**src/rtl/imuldiv_int_div_iterative_param_if.sv**
```systemverilog
// ---------------------------------------------------------------------------
// imuldiv_int_div_iterative_param_if
// Request/response bundle for the iterative integer divider.
//   divreq_msg_fn       : 0 = unsigned, 1 = signed
//   divreq_msg_a/_b     : dividend / divisor, W bits
//   divreq_val/_rdy     : request handshake
//   divresp_msg_result  : {remainder, quotient}, 2W bits
//   divresp_val/_rdy    : response handshake
// Modports: master = requester/consumer side, slave = divider side.
// ---------------------------------------------------------------------------
interface imuldiv_int_div_iterative_param_if #(
  parameter int W = 32
);
  logic           divreq_msg_fn;
  logic [W-1:0]   divreq_msg_a;
  logic [W-1:0]   divreq_msg_b;
  logic           divreq_val;
  logic           divreq_rdy;
  logic [2*W-1:0] divresp_msg_result;
  logic           divresp_val;
  logic           divresp_rdy;

  modport master (
    output divreq_msg_fn, divreq_msg_a, divreq_msg_b, divreq_val, divresp_rdy,
    input  divreq_rdy, divresp_msg_result, divresp_val
  );

  modport slave (
    input  divreq_msg_fn, divreq_msg_a, divreq_msg_b, divreq_val, divresp_rdy,
    output divreq_rdy, divresp_msg_result, divresp_val
  );
endinterface

```
**src/rtl/imuldiv_int_div_iterative_param.sv**
```systemverilog
// ---------------------------------------------------------------------------
// imuldiv_int_div_iterative_param
// Restoring radix-2 divider, one quotient bit per clock, signed or unsigned.
// Ports:
//   clk   : rising-edge clock
//   reset : asynchronous, active-high; aborts any operation in flight
//   div   : slave side of imuldiv_int_div_iterative_param_if (same W)
// Parameters:
//   W         : operand width, 4..64
//   DIVZ_FAST : 1 = a zero divisor goes straight to DONE on accept
// Result is {remainder, quotient}; divide by zero gives quotient all ones and
// remainder = a. Signs are stripped on capture and restored on the output.
// ---------------------------------------------------------------------------
module imuldiv_int_div_iterative_param #(
  parameter int W         = 32,
  parameter int DIVZ_FAST = 1
) (
  input  logic clk,
  input  logic reset,
  imuldiv_int_div_iterative_param_if.slave div
);

  localparam int CW = $clog2(W) + 1;

  typedef enum logic [1:0] {
    IDLE = 2'd0,
    CALC = 2'd1,
    DONE = 2'd2
  } state_e;

  state_e       state_q, state_d;
  logic [2*W:0] rq_q, rq_d;     // {partial remainder (W+1), quotient (W)}
  logic [2*W:0] dvs_q, dvs_d;   // {1'b0, |b|, W zeros}
  logic [CW-1:0] cnt_q, cnt_d;
  logic         sign_a_q, sign_a_d;
  logic         sign_b_q, sign_b_d;
  logic         divz_q, divz_d;

  logic         accept;
  logic         a_neg, b_neg, b_zero, fast_divz;
  logic [W-1:0] a_mag, b_mag;
  logic [2*W:0] shifted, diff, step;
  logic [W-1:0] quot_raw, rem_raw, quot_fix, rem_fix;

  assign accept    = (state_q == IDLE) && div.divreq_val;
  assign a_neg     = div.divreq_msg_fn & div.divreq_msg_a[W-1];
  assign b_neg     = div.divreq_msg_fn & div.divreq_msg_b[W-1];
  assign a_mag     = a_neg ? -div.divreq_msg_a : div.divreq_msg_a;
  assign b_mag     = b_neg ? -div.divreq_msg_b : div.divreq_msg_b;
  assign b_zero    = (div.divreq_msg_b == '0);
  assign fast_divz = (DIVZ_FAST != 0) && b_zero;

  // One restoring step: a negative trial difference shows up in the top bit.
  assign shifted = rq_q << 1;
  assign diff    = shifted - dvs_q;
  assign step    = diff[2*W] ? shifted : (diff | {{(2*W){1'b0}}, 1'b1});

  // ---- state register ----
  // NOTE: sequential state uses non-blocking assignments so every flop
  // samples pre-edge values regardless of process ordering.
  always_ff @(posedge clk or posedge reset) begin
    if (reset) state_q <= IDLE;
    else       state_q <= state_d;
  end

  // ---- next-state logic ----
  // NOTE: state_d gets a default before the case so no path leaves it
  // unassigned, which would otherwise infer a latch.
  always_comb begin
    state_d = state_q;
    unique case (state_q)
      IDLE:    if (accept) state_d = fast_divz ? DONE : CALC;
      CALC:    if (cnt_q == '0) state_d = DONE;
      DONE:    if (div.divresp_rdy) state_d = IDLE;
      default: state_d = IDLE;
    endcase
  end

  // ---- FSM outputs ----
  always_comb begin
    div.divreq_rdy  = (state_q == IDLE);
    div.divresp_val = (state_q == DONE);
  end

  // ---- datapath next-state ----
  always_comb begin
    rq_d     = rq_q;
    dvs_d    = dvs_q;
    cnt_d    = cnt_q;
    sign_a_d = sign_a_q;
    sign_b_d = sign_b_q;
    divz_d   = divz_q;
    if (accept) begin
      // Fast zero-divide preloads what W iterations against zero would give.
      rq_d     = fast_divz ? {1'b0, a_mag, {W{1'b1}}} : {{(W+1){1'b0}}, a_mag};
      dvs_d    = {1'b0, b_mag, {W{1'b0}}};
      cnt_d    = CW'(W - 1);
      sign_a_d = a_neg;
      sign_b_d = b_neg;
      divz_d   = b_zero;
    end else if (state_q == CALC) begin
      rq_d  = step;
      cnt_d = cnt_q - CW'(1);
    end
  end

  // NOTE: datapath registers are reset too, so an aborted operation leaves
  // nothing behind and the cleared state is fully defined.
  always_ff @(posedge clk or posedge reset) begin
    if (reset) begin
      rq_q     <= '0;
      dvs_q    <= '0;
      cnt_q    <= '0;
      sign_a_q <= 1'b0;
      sign_b_q <= 1'b0;
      divz_q   <= 1'b0;
    end else begin
      rq_q     <= rq_d;
      dvs_q    <= dvs_d;
      cnt_q    <= cnt_d;
      sign_a_q <= sign_a_d;
      sign_b_q <= sign_b_d;
      divz_q   <= divz_d;
    end
  end

  // ---- output sign fix-up ----
  // Zero divide forces the quotient to all ones; the remainder already holds
  // |a| and the dividend sign fix-up restores the original a.
  assign quot_raw = rq_q[W-1:0];
  assign rem_raw  = rq_q[2*W-1:W];
  assign quot_fix = divz_q ? {W{1'b1}} :
                    ((sign_a_q ^ sign_b_q) ? -quot_raw : quot_raw);
  assign rem_fix  = sign_a_q ? -rem_raw : rem_raw;

  always_comb begin
    div.divresp_msg_result = (state_q == DONE) ? {rem_fix, quot_fix} : '0;
  end

endmodule

```
**src/flat_wrapper.sv**
```systemverilog
// flat-port wrapper written by rule: the top's interface ports become plain ports
module imuldiv_int_div_iterative_param_flat 
#(
  parameter int W         = 32,
  parameter int DIVZ_FAST = 1
)
  (clk, reset, div_divreq_msg_fn, div_divreq_msg_a, div_divreq_msg_b, div_divreq_val, div_divresp_rdy, div_divreq_rdy, div_divresp_msg_result, div_divresp_val);
  imuldiv_int_div_iterative_param_if #(.W(W)) div_i ();
  input  logic clk;
  input  logic reset;
  input wire logic [$bits(div_i.divreq_msg_fn)-1:0] div_divreq_msg_fn;
  input wire logic [$bits(div_i.divreq_msg_a)-1:0] div_divreq_msg_a;
  input wire logic [$bits(div_i.divreq_msg_b)-1:0] div_divreq_msg_b;
  input wire logic [$bits(div_i.divreq_val)-1:0] div_divreq_val;
  input wire logic [$bits(div_i.divresp_rdy)-1:0] div_divresp_rdy;
  output wire logic [$bits(div_i.divreq_rdy)-1:0] div_divreq_rdy;
  output wire logic [$bits(div_i.divresp_msg_result)-1:0] div_divresp_msg_result;
  output wire logic [$bits(div_i.divresp_val)-1:0] div_divresp_val;
  assign div_i.divreq_msg_fn = div_divreq_msg_fn;
  assign div_i.divreq_msg_a = div_divreq_msg_a;
  assign div_i.divreq_msg_b = div_divreq_msg_b;
  assign div_i.divreq_val = div_divreq_val;
  assign div_i.divresp_rdy = div_divresp_rdy;
  assign div_divreq_rdy = div_i.divreq_rdy;
  assign div_divresp_msg_result = div_i.divresp_msg_result;
  assign div_divresp_val = div_i.divresp_val;
  imuldiv_int_div_iterative_param #(.W(W), .DIVZ_FAST(DIVZ_FAST)) u_core (.clk(clk), .reset(reset), .div(div_i));
endmodule
```
**config.mk**
```make
export PLATFORM = sky130hd
export DESIGN_NAME = imuldiv_int_div_iterative_param_flat
export DESIGN_NICKNAME = d
export VERILOG_FILES = /design/src/rtl/imuldiv_int_div_iterative_param_if.sv /design/src/rtl/imuldiv_int_div_iterative_param.sv /design/src/flat_wrapper.sv
export SDC_FILE = /design/constraint.sdc
export NUM_CORES = 1
export LEC_CHECK = 0
export CORE_MARGIN = 8
export CORE_UTILIZATION = 50
export CTS_CLUSTER_DIAMETER = 60
export DETAILED_ROUTE_END_ITERATION = 12
export GPL_TIMING_DRIVEN = 0
export PLACE_DENSITY = 0.74
export SLEW_MARGIN = 20
export SYNTH_ARGS = -nofsm -noshare
export SYNTH_HDL_FRONTEND = slang
export SYNTH_SLANG_ARGS = --single-unit
export TNS_END_PERCENT = 50
```
**constraint.sdc**
```tcl
create_clock -name clk -period 7.14 [get_ports clk]
set_input_delay 1.428 -clock clk [delete_from_list [all_inputs] [get_ports clk]]
set_output_delay 1.428 -clock clk [all_outputs]
set_load 0.02 [all_outputs]
```
==> impl_results.md, run 1 <==
- Largest net degree at the start of global routing: between 70 and 80
- Clock power frac: 0.417
- Critical Path RT: between 5000 and 6000 ps
- CTS Buf Count: 9
- Max VDD drop: around 0.13 mV
- CTS clk-pin slew, worst paths: approximately 80 ps
- Worst-Skew Late Latency: about 370 ps
- Worst setup startpoint: u_core.rq_q[32]
- H-tree depth: 3
- Utilization after layout: 0.6187
- Clk root buf: clkbuf_16
- Setup Viol. Count Final: 0
- Synth area leader: dfrtp_1
- Hpwl dp: around 26 mm
- CP Cell Sequence: inv_1 -> ha_1 -> or4b_1 -> or3_4 -> or4b_4 -> or3_4 -> or4_4 -> o41ai_2 -> xor2_1 -> nor2_1 -> clkdlybuf4s50_1
- Critical path's most frequent cell: or3_4
- Worst EP arrival: ~4500 ps
- Cell Pwr Density: ~110 nW/µm²
- Hold Buf Count CTS: 0
- Clock sinks: about 110
- Initial Utilization: 0.5121
- Die Y: 154.9 µm
- Worst-case clock skew: 11.76 ps
- Worst r2r src: u_core.rq_q[31]
- Remaining routing DRC violations: 0
- Internal power: about 920 µW
- Vias in the first global route: between 9000 and 10000
- Crit. End Element: output pin
- Outcome: complete, no violations
- Routed wire length: around 33 mm
- CP top delay family: simple AND/OR/NAND/NOR gates
- Total grt overflow: 0
- Layout area overhead: 20.81%
- Synth area leaders: dfrtp_1, xor2_1, xnor2_1
- Top sig layer: met4
- Routed Antenna Nets: 0
- EDFF count, synth: 0
- Syn Std Cell Area: 9643 µm²
- Startpoint Class: flop
- Max-slew violations: 0
- Switching Fraction: 0.2759
- Slew margin rel.: 0.2592
- Metal3 WL: roughly 2.8 mm
- Tmin final: 5954 ps
- Initial antenna violation count: 0
- Worst hold start: u_core.dvs_q[41]
- Port bufs: around 130
- Die span in x: 154.9 µm
- FP Rows: 50
- First-pass GRT wire length: approximately 52 mm
- Worst Setup Path Type: flop to output pin
- Final Wtd Congestion: a little under 1
- Post_cts resized: 0
- Ys flop type: dfrtp_1
- Comb pwr share: 0.106
- M1 WL: around 14 mm
- Core area: around 19000 µm²
- # fillers: approximately 1800
- IO Pins: roughly 140
- Starting DRT DRC Count: between 1000 and 1500
- Vias post-DR: 10110
- Ys Warns: 0
- CP Buf/Inv Count: 2
- Final worst path period share: 0.8338
- Asr flop ratio synth: 1.000
- Die footprint: between 20000 and 25000 µm²
- Min-Delay Path Class: flop to flop
- Avg Inst Size Synth: about 7.6 µm²
- Vias per std cell: approximately 6
- Share of layout cells above drive strength 1: 0.02521
- Setup TNS: 0 ps
- Postcts setup bufs: 0
- Yosys cell types: 64
- Drt wl/cell: 19.71 µm
- Top-area cell type share of the netlist area: 0.2777
- CTS tree: built
- Total of max-cap violations: 0
- Synth Instances: between 1000 and 1500
- Crit Path Max Fanout: 5
- Slew at the pin with the worst max-slew slack: between 1000 and 1500 ps
- Crit path largest cell delay: 610 ps
- FF+latch count, synth: between 100 and 150
- Number of antenna diodes: 0
- Slowest-stage cell, CP: clkdlybuf4s50_1
- Peak Freq: ~170 MHz
- RSZ-0062 raised after global routing: false
- Sw power: about 350 µW
- Fin nets: about 1500
- Pleak: between 0.004 and 0.005 µW
- Register area share after synthesis: 0.2777
- Clock Path Buffers: 2
- Sequential power share: 0.477
- Global Route Usage Sum: 0.2729
- Met2 wire length: between 15 and 20 mm
- Final hold violations: 0
- Drt first pass iters: 6
- Syn nets: between 1000 and 1500
-- placed cells by master (no fill, tap or decap), types with 57 or more instances in the layout --
| cell type | Yosys | final |
|---|---|---|
| xnor2_1 | 73 | 73 |
| clkbuf_1 | 63 | 63 |
| a21oi_1 | 111 | 111 |
| dfrtp_1 | 107 | 107 |
| xor2_1 | 77 | 77 |
| inv_1 | 58 | 57 |
| clkdlybuf4s50_1 | 0 | 134 |
| nor2_1 | 102 | 102 |
| nand2_1 | 166 | 166 |
| o21ai_0 | 115 | 115 |
-- synth_stat cells, types with 6 or more instances --
master / count
or3_1: 17
clkbuf_1: 63
nand3_1: 15
nand2_1: 166
or4_1: 12
xor2_1: 77
nor2b_1: 6
nor2_1: 102
nor4_1: 13
inv_1: 58
a21oi_1: 111
buf_1: 7
nand2b_1: 17
o31ai_1: 21
a22oi_1: 11
mux2i_1: 28
a211oi_1: 20
o41ai_1: 11
ha_1: 38
o22ai_1: 8
xnor2_1: 73
a32oi_1: 8
dfrtp_1: 107
nor3_1: 56
o211ai_1: 8
and2_1: 7
a31oi_1: 32
o21ai_0: 115
-- final timing paths --
kind                                         endpoint  slack, ps  depth (start not counted)
max                        div_divresp_msg_result[58]       1190                         11
min                                  u_core.dvs_q[41]        490                          2
max reg2reg                           u_core.rq_q[59]       2560                         12
min reg2reg                          u_core.dvs_q[41]        490                          2
max in group asynchronous             u_core.rq_q[11]       5040                          3
min in group asynchronous            u_core.dvs_q[36]       1410                          2
-- cell type report --
class                   instances  area [µm²]  share of cell area
multi-input cells            1037        6460              0.5545
flip-flops and latches        107        2678              0.2298
repair buffers                135        1369              0.1175
well taps                     260       325.3             0.02792
plain buffers                  75       287.8             0.02470
clock buffers                   9       225.2             0.01933
inverters                      58       222.7             0.01912
clock inverters                 7       82.58            0.007088
-- stage by stage --
stage / area [µm²] / setup WS (ps) / total power [µW] / std cells / hold slack, ps
4_1_cts: 11650 / 1191 / 1272 / 1688 / 491.6
6_report: 11650 / 1186 / 1269 / 1688 / 485.4
5_1_grt: 11650 / 1002 / 1303 / 1688 / 513.4
2_1_floorplan: 9643 / 2291 / 677.0 / 1277 / 447.3
3_3_place_gp: 11310 / 1125 / 746.8 / 1671 / 465.5
3_5_place_dp: 11340 / 1033 / 750.7 / 1672 / 472.3
-- power by group through the flow --
stage	combinational, µW	clock [µW]	sequential [µW]
6_report	134	529	605
5_1_grt	145	553	605
4_1_cts	134	533	605
3_5_place_dp	133	0	617
3_3_place_gp	129	0	618
2_1_floorplan	59.4	0	618
-- worst min-delay path, cell delays in order, from the launching register on --
cell and delay (ps):
dfrtp_1 340, nand2_1 50, o21ai_0 60
-- logic make-up after synthesis --
kind of cell | Yosys count | synth area share
AO/OA/AOI/OAI | 380 | 0.2394
XOR/XNOR | 150 | 0.1362
adder cells (fa/ha/maj) | 39 | 0.05138
buffers and inverters | 133 | 0.05242
flip-flops | 107 | 0.2777
multiplexers | 29 | 0.03023
AND/OR/NAND/NOR | 439 | 0.2127
-- layer usage --
layer | vias up | global-route usage
met3 | 61 | 0.05651
met5 | - | 0
met4 | 0 | 0.08819
met1 | 4758 | 0.3656
met2 | 432 | 0.4317
li1 | 4857 | -
-- registers in the layout (all words and copies together) (netlist names) --
name             count
u_core.cnt_q         6
u_core.dvs_q        32
u_core.state_q       2
u_core.divz_q        1
u_core.sign_b_q      1
u_core.sign_a_q      1
u_core.rq_q         64
Power figures use the tool's default switching activity.
==> run 2: changes to the inputs <==
--- a/config.mk
+++ b/config.mk
@@ -10,7 +10,7 @@
 export CTS_CLUSTER_DIAMETER = 60
 export DETAILED_ROUTE_END_ITERATION = 12
 export GPL_TIMING_DRIVEN = 0
-export PLACE_DENSITY = 0.74
+export PLACE_DENSITY = 0.77
 export SLEW_MARGIN = 20
 export SYNTH_ARGS = -nofsm -noshare
 export SYNTH_HDL_FRONTEND = slang
==> constraint.sdc (replaced) <==
create_clock -name clk -period 5.4 [get_ports clk]
set_input_delay 1.08 -clock clk [delete_from_list [all_inputs] [get_ports clk]]
set_output_delay 1.08 -clock clk [all_outputs]
set_load 0.02 [all_outputs]
==> run 2 against run 1 <==
  * Sequential power up 32%
  * Setup slack worse by 1100 ps
  * Via count increased by 2.3%
  * Critical path type unchanged
==> impl_results.md, run 2 (synthesized netlist as in run 1, its figures left out) <==
- Commonest non-fill, non-tap cell in the layout: nand2_1
- Remaining routing DRC violations: 0
- Hold Buf Count CTS: 0
- Multi-input logic area: about 6500 µm²
- IO Pins: approximately 140
- Vias in the first global route: 9871
- Cell Pwr Density: roughly 140 nW/µm²
- Starting DRT DRC Count: around 1000
- Commonest cells after routing, fill and taps aside: nand2_1, clkdlybuf4s50_1, o21ai_0
- Largest net degree at the start of global routing: 60
- Total grt overflow: 0
- R2r setup slk: approximately 730 ps
- Worst-case clock skew: ~10 ps
- Die footprint: 23990 µm²
- Setup TNS: 0 ps
- Clk root buf: clkbuf_16
- Max VDD drop: around 0.17 mV
- Setup Viol. Count Final: 0
- Crit Path Max Fanout: 5
- Register area: between 2000 and 3000 µm²
- # fillers: between 1500 and 2000
- CTS tree: built
- FP Rows: 50
- Hold depth: 2
- Reg2reg path depth: 12
- Worst EP arrival: between 4000 and 5000 ps
- Total of max-cap violations: 0
- Routed Antenna Nets: 0
- Clock sinks: about 110
- Drt first pass iters: 6
- Crit. End Element: output pin
- Initial antenna violation count: 0
- Reg with most FFs: u_core.rq_q
- Slew margin rel.: 0.3847
- Pleak: 0.004535 µW
- Max-slew violations: 0
- Share of layout cells above drive strength 1: 0.02731
- Worst hold start: u_core.dvs_q[36]
- Min-Delay Path Class: flop to flop
- RSZ-0062 raised after global routing: true
- Core area: 18830 µm²
- Top Registers: u_core.rq_q x64, u_core.dvs_q x32, u_core.cnt_q x6
- Final Wtd Congestion: between 0.9 and 1
- Drt wl/cell: between 20 and 25 µm
- Max reg flops: 64
- Final hold violations: 0
- Worst r2r src: u_core.rq_q[31]
- Hpwl dp: roughly 27 mm
- Vias per std cell: 6.124
- Worst Setup Path Type: flop to output pin
- Fin nets: between 1500 and 2000
- Clock Path Buffers: 2
- Routed wire length: roughly 34 mm
- Worst-Skew Late Latency: approximately 370 ps
- Peak Freq: 188.5 MHz
- Initial Utilization: 0.5121
- Layout area overhead: 20.85%
- Global Route Usage Sum: 0.2752
- Tmin final: between 5000 and 6000 ps
- Number of antenna diodes: 0
- Die Y: approximately 150 µm
- Slew at the pin with the worst max-slew slack: around 910 ps
- Area post-placement: approximately 11000 µm²
- Fin area: approximately 12000 µm²
- Die span in x: 154.9 µm
- Utilization after layout: 0.6189
- H-tree depth: 3
- Final worst path period share: 0.9824
- Worst hold slack: 484.1 ps
- Startpoint Class: flop
- CTS clk-pin slew, worst paths: 80 ps
- Port bufs: 134
- First-pass GRT wire length: between 50 and 60 mm
- Vias post-DR: 10340
- CTS Buf Count: 9
- Critical Path RT: about 4300 ps
- Outcome: complete, no violations
- Hold EP: u_core.dvs_q[36]
- FF-to-FF End: u_core.rq_q[34]
==> run 2: routing by layer <==
layer  share of wire  vias to the layer above  GRT usage
met1            0.43                     4875     0.3657
met4           0.036                        0     0.1101
met2            0.45                      519     0.4286
met5               0                        -          0
met3           0.089                       72    0.05817
li1                -                     4872          -
==> run 2: how the worst max path moves through the flow <==
stage                        start                         end  cells after the start
2_1_floorplan      u_core.rq_q[32]  div_divresp_msg_result[58]                     10
3_3_place_gp   div_divreq_msg_b[0]              u_core.rq_q[5]                     11
3_5_place_dp   div_divreq_msg_b[0]              u_core.rq_q[5]                     11
4_1_cts        div_divreq_msg_b[0]             u_core.rq_q[19]                     11
5_1_grt            u_core.rq_q[32]  div_divresp_msg_result[58]                     11
6_report           u_core.rq_q[32]  div_divresp_msg_result[58]                     11
==> run 2: repair_timing <==
item | in CTS | in global routing
buffers inserted | 0 | 0
endpoints found under the setup margin | 4 | 28
pin swaps | 0 | 1
gates resized for setup | 6 | 5
==> run 2: area by class of cell <==
class                      instances  share of cell area
buffer                            75             0.02469
clock buffer                       9             0.01933
clock inverter                     7            0.005046
inverter                          58             0.01911
multi-input combinational       1037              0.5570
sequential                       107              0.2298
tap                              260             0.02791
timing repair buffer             135              0.1171
==> run 2: through the flow <==
stage,setup slack (ps),cells,power [µW]
finish,95.29,1688,1653
global route,-23.98,1688,1698
CTS,45.94,1688,1659
detailed placement,-341.5,1672,993.8
global placement,-269.0,1671,988.0
floorplan,899.2,1277,895.1
==> run 2: report_power, final <==
group	internal, µW	total [µW]	switching [µW]
clock network	323	672	349
registers	800	800	0
logic	81.6	180	98.7
==> run 2: critical path: stages, from the launching register on <==
cell and delay (ps):
dfrtp_1 440, inv_2 150, ha_1 210, or4b_1 460, or3_4 370, or4b_4 530
or3_4 360, or4_4 470, o41ai_2 240, xor2_1 230, nor2_1 70, dlygate4sd2_1 330
